===== config.mk =====
export PLATFORM = sky130hd
export DESIGN_NAME = fifo_ctrl
export DESIGN_NICKNAME = d
export VERILOG_FILES = /design/src/rtl/fifo_ctrl.sv
export SDC_FILE = /design/constraint.sdc
export NUM_CORES = 1
export LEC_CHECK = 0
export CAP_MARGIN = 20
export CELL_PAD_IN_SITES_DETAIL_PLACEMENT = 1
export CELL_PAD_IN_SITES_GLOBAL_PLACEMENT = 2
export CORE_ASPECT_RATIO = 0.75
export CORE_MARGIN = 5
export CORE_UTILIZATION = 20
export DETAILED_ROUTE_END_ITERATION = 10
export HOLD_SLACK_MARGIN = 0.08
export PLACE_DENSITY_LB_ADDON = 0.25
export SKIP_CTS_REPAIR_TIMING = 1
export SYNTH_ARGS = -nofsm -noshare
export SYNTH_HDL_FRONTEND = slang
export SYNTH_SLANG_ARGS = --single-unit

===== constraint.sdc =====
create_clock -name clk -period 2.45 [get_ports clk]
set_input_delay 0.6125 -clock clk [delete_from_list [all_inputs] [get_ports clk]]
set_output_delay 0.6125 -clock clk [all_outputs]
set_load 0.005 [all_outputs]

===== src/rtl/fifo_ctrl.sv =====
// fifo_ctrl: pointer/flag controller for a FIFO built around an external
// dual-port RAM with a registered read port (1-cycle read latency).
// Optional feature: define FIFO_ALMOST_FLAGS_EN to add the AF_LEVEL/AE_LEVEL
// parameters and the almost_full/almost_empty outputs.
module fifo_ctrl #(
  parameter int data_width    = 8,
  parameter int address_width = 4,
  parameter int RAM_size      = 16
`ifdef FIFO_ALMOST_FLAGS_EN
  ,
  parameter int AF_LEVEL      = RAM_size - 2,
  parameter int AE_LEVEL      = 2
`endif
) (
  input  logic                     clk,
  input  logic                     rst_n,
  input  logic                     push,
  input  logic [data_width-1:0]    push_data,
  input  logic                     pop,
  output logic [data_width-1:0]    pop_data,
  output logic                     pop_valid,
  output logic                     full,
  output logic                     empty,
  output logic [address_width:0]   count,
  output logic                     overflow,
  output logic                     underflow,
  output logic                     ram_wr_en,
  output logic                     ram_rd_en,
  output logic [address_width-1:0] ram_wr_addr,
  output logic [address_width-1:0] ram_rd_addr,
  output logic [data_width-1:0]    ram_data_in,
  input  logic [data_width-1:0]    ram_data_out
`ifdef FIFO_ALMOST_FLAGS_EN
  ,
  output logic                     almost_full,
  output logic                     almost_empty
`endif
);

  // The pointer scheme only works when the depth is a power of two matching the address width.
  if (RAM_size != (2 ** address_width)) begin : gDepthCheck
    $error("fifo_ctrl: RAM_size must equal 2**address_width");
  end

  logic [address_width:0] wrPtr_q, wrPtr_d;
  logic [address_width:0] rdPtr_q, rdPtr_d;
  logic                   popValid_q, popValid_d;
  logic                   overflow_q, overflow_d;
  logic                   underflow_q, underflow_d;
  logic                   acceptPush;
  logic                   acceptPop;

  // Status flags from the extra-MSB pointer pair; pointers are zero in reset so flags follow.
  always_comb begin
    empty = (wrPtr_q == rdPtr_q);
    full  = (wrPtr_q[address_width-1:0] == rdPtr_q[address_width-1:0]) &&
            (wrPtr_q[address_width] != rdPtr_q[address_width]);
    count = wrPtr_q - rdPtr_q;
  end

  // Accept terms; rst_n gates them so no RAM strobe escapes while reset is held.
  always_comb begin
    acceptPop  = rst_n & pop & ~empty;
    acceptPush = rst_n & push & (~full | acceptPop);
  end

  // Next-state: advance pointers on accepted requests, latch sticky error flags.
  always_comb begin
    wrPtr_d     = wrPtr_q;
    rdPtr_d     = rdPtr_q;
    popValid_d  = acceptPop;
    overflow_d  = overflow_q | (push & ~acceptPush);
    underflow_d = underflow_q | (pop & ~acceptPop);
    if (acceptPush) begin
      wrPtr_d = wrPtr_q + 1'b1;
    end
    if (acceptPop) begin
      rdPtr_d = rdPtr_q + 1'b1;
    end
  end

  // State registers; asynchronous reset discards all contents immediately.
  always_ff @(posedge clk or negedge rst_n) begin
    if (!rst_n) begin
      wrPtr_q     <= '0;
      rdPtr_q     <= '0;
      popValid_q  <= 1'b0;
      overflow_q  <= 1'b0;
      underflow_q <= 1'b0;
    end else begin
      wrPtr_q     <= wrPtr_d;
      rdPtr_q     <= rdPtr_d;
      popValid_q  <= popValid_d;
      overflow_q  <= overflow_d;
      underflow_q <= underflow_d;
    end
  end

  // RAM interface and registered outputs; read data comes straight from the RAM's output register.
  always_comb begin
    ram_wr_en   = acceptPush;
    ram_rd_en   = acceptPop;
    ram_wr_addr = wrPtr_q[address_width-1:0];
    ram_rd_addr = rdPtr_q[address_width-1:0];
    ram_data_in = push_data;
    pop_data    = ram_data_out;
    pop_valid   = popValid_q;
    overflow    = overflow_q;
    underflow   = underflow_q;
  end

`ifdef FIFO_ALMOST_FLAGS_EN
  localparam logic [address_width:0] AfLevel = AF_LEVEL[address_width:0];
  localparam logic [address_width:0] AeLevel = AE_LEVEL[address_width:0];

  // Threshold flags straight off the occupancy count.
  always_comb begin
    almost_full  = (count >= AfLevel);
    almost_empty = (count <= AeLevel);
  end
`endif

endmodule


==> metrics.txt <==
Largest stage delay, worst path roughly 0.42 ns; core area roughly 4500 um2; dpl cells ~170; R2R Setup Slk ~0.67 ns; cells on worst reg2reg path 7; sequential share of power between 10% and 20%; Pleak just under 0.0007 uW; layout cells sized above 1 34.71%; Hold WC Path Type input port to async pin; post-DP HPWL 1988 um; WP data required around 1.8 ns; Avg Cell Area, Syn roughly 9.9 um2; commonest non-fill, non-tap cell in the layout buf_4; final core occ between 30% and 40%; largest net degree at the start of global routing 11; GRT overflow 0; Clk Latency, worst-skew pair between 0.2 and 0.25 ns; final number of max-transition violations 0; CTS buffer count 3; Core Rows 21; max_cap viols 0; yosys warns 0; Final TNS setup 0 ns; Mapped Nets about 120; FF-to-FF Start rdPtr_q[1]$_DFFE_PN0P_; fin crit period about 2.4 ns; pwr dens around 1500 nW/um2; CP max-delay cell dfrtp_1; Yosys reg bits 13; fillers 510; Comb power frac 71.5%; status complete, no violations; Netlist cell types 21; CTS tree done; Routed wire per std cell 13.47 um; CP startpoint kind register; Buf/Inv on CP 3; Routed Antenna Nets 0; vias per inst just under 4; DRT Pass-1 Iters 2; Initial Utilization a little over a fifth; Final Skew slightly above 0.004 ns; I/O pin total 56; critical path class register to output port; Setup WS post-layout roughly 0.089 ns; Cell Chain, Critical Path buf_4 -> fa_2 -> inv_1 -> a21o_1 -> a21oi_2 -> xnor2_1 -> buf_2; Seq/Total Area, Yosys between 30% and 40%; commonest non-fill, non-tap cells in the layout 23 x buf_4, 13 x clkdlybuf4s50_1, 13 x dfrtp_1; Port Buf Inserts 23; critical path arrival ~1.8 ns; Max-slew headroom between 80% and 90%; switching power about 750 uW; nets roughly 150; slew at the pin with the worst max-slew slack 0.2554 ns; Int Pwr about 1300 uW; # diodes 0; CTS max path bufs 2; first-pass GRT wire length 3850 um; final worst path period share 96.37%; Total GRT Usage under 10%; delay-heaviest family, CP flip-flops; CTS HTree Levels 1; CTS sink cnt 13; Die Footprint approximately 6200 um2; vias in the first global route 798; Crit Path Max Fanout 4; worst r2r dst wrPtr_q[4]$_DFFE_PN0P_; synthesized instance count 95; # DRC 0; starting DRC count in detailed routing 8; FMAX ~420 MHz; Vias roughly 700; GPL Wtd Cong around 0.74; area of the mapped netlist 938.4 um2; RSZ-0062 raised after global routing yes; Post-Place Worst Slack -0.1836 ns; Die Wd slightly below 90 um; Synth-to-Final Area Change 43.73%; Critical Path End Type output port; Sw Ratio around 37%; Total Routed Length 2397 um; final number of hold-violating endpoints 0; non-filler cells, final between 150 and 200; Worst-path clk slew 0.06 ns; initial antenna violation count 0; Peak supply drop between 700 and 800 uV; die height between 60 and 70 um; root buffer cell clkbuf_8; # setup viols final 0; Clock Power Share 9.8%
how the worst max path moves through the flow:
stage,to,slack (ns),from,cells past startpoint
final,count[4],0.09,rdPtr_q[1]$_DFFE_PN0P_,7
after global routing,count[4],-0.02,wrPtr_q[0]$_DFFE_PN0P_,8
after CTS,count[4],-0.45,wrPtr_q[0]$_DFFE_PN0P_,8
after detailed placement,ram_rd_en,-0.18,pop,4
after global placement,ram_rd_en,-0.18,pop,4
after floorplan,count[4],0.41,wrPtr_q[0]$_DFFE_PN0P_,7
Yosys cell counts:
library cell / n / share of area (%)
nand3_1: 2 / 1.1
o22ai_1: 1 / 0.67
nand4_1: 5 / 3.3
inv_1: 10 / 4.0
or3_1: 1 / 0.67
a21oi_1: 2 / 1.1
buf_4: 24 / 19
xnor2_2: 1 / 1.7
ha_1: 6 / 8.0
xor2_1: 3 / 2.8
nand2_1: 6 / 2.4
o311ai_4: 1 / 2.8
xnor2_1: 8 / 7.5
dfrtp_1: 13 / 35
a21oi_4: 1 / 1.7
and4_1: 1 / 0.93
fa_1: 1 / 2.1
nor2_1: 3 / 1.2
o21ai_0: 1 / 0.53
a21o_1: 4 / 3.2
inv_2: 1 / 0.40
area by class of cell:
| class | count | area, um2 | area share, % |
|---|---|---|---|
| tap | 57 | 71.32 | 5.288 |
| clock buffer | 4 | 45.04 | 3.340 |
| timing repair buffer | 46 | 412.9 | 30.61 |
| multi-input combinational | 47 | 452.9 | 33.58 |
| inverter | 11 | 41.29 | 3.061 |
| sequential | 13 | 325.3 | 24.12 |
power groups by stage:
stage	combinational [uW]	clock, uW	sequential, uW
after floorplan	651	0	393
after global placement	1360	0	368
after detailed placement	1400	0	368
after CTS	1410	210	365
after global routing	1610	218	394
final	1450	197	379
per-stage QoR:
step                hold slack [ns]  power [uW]  instance area [um2]
global route                 0.1731        2221                 1349
floorplan                    0.3169        1043                938.4
CTS                          0.4692        1982                 1270
finish                       0.1713        2022                 1349
global placement             0.4419        1728                 1225
detailed placement           0.4546        1765                 1225
sequential cells by signal (all words and copies together), names as in the netlist:
signal / cells
underflow: 1
rdPtr_q: 5
wrPtr_q: 5
pop_valid: 1
overflow: 1
routing by layer:
layer  up-vias  track usage, %  part of all wire, %
met5         -               0                    0
met4         0           4.959                  2.7
met3         8           2.732                  5.7
met2        17           11.77                   45
met1       332           10.34                   46
li1        339               -                    -
cell families (layout without fill, tap and decap cells):
family	after synthesis	after routing	share of synthesized area (%)
buffers and inverters	35	61	23.60
AND/OR/NAND/NOR	18	18	9.600
flip-flops	13	13	34.67
XOR/XNOR	12	12	12.00
AO/OA/AOI/OAI	10	10	10.00
adder cells (fa/ha/maj)	7	7	10.13
Power figures use the tool's default switching activity.
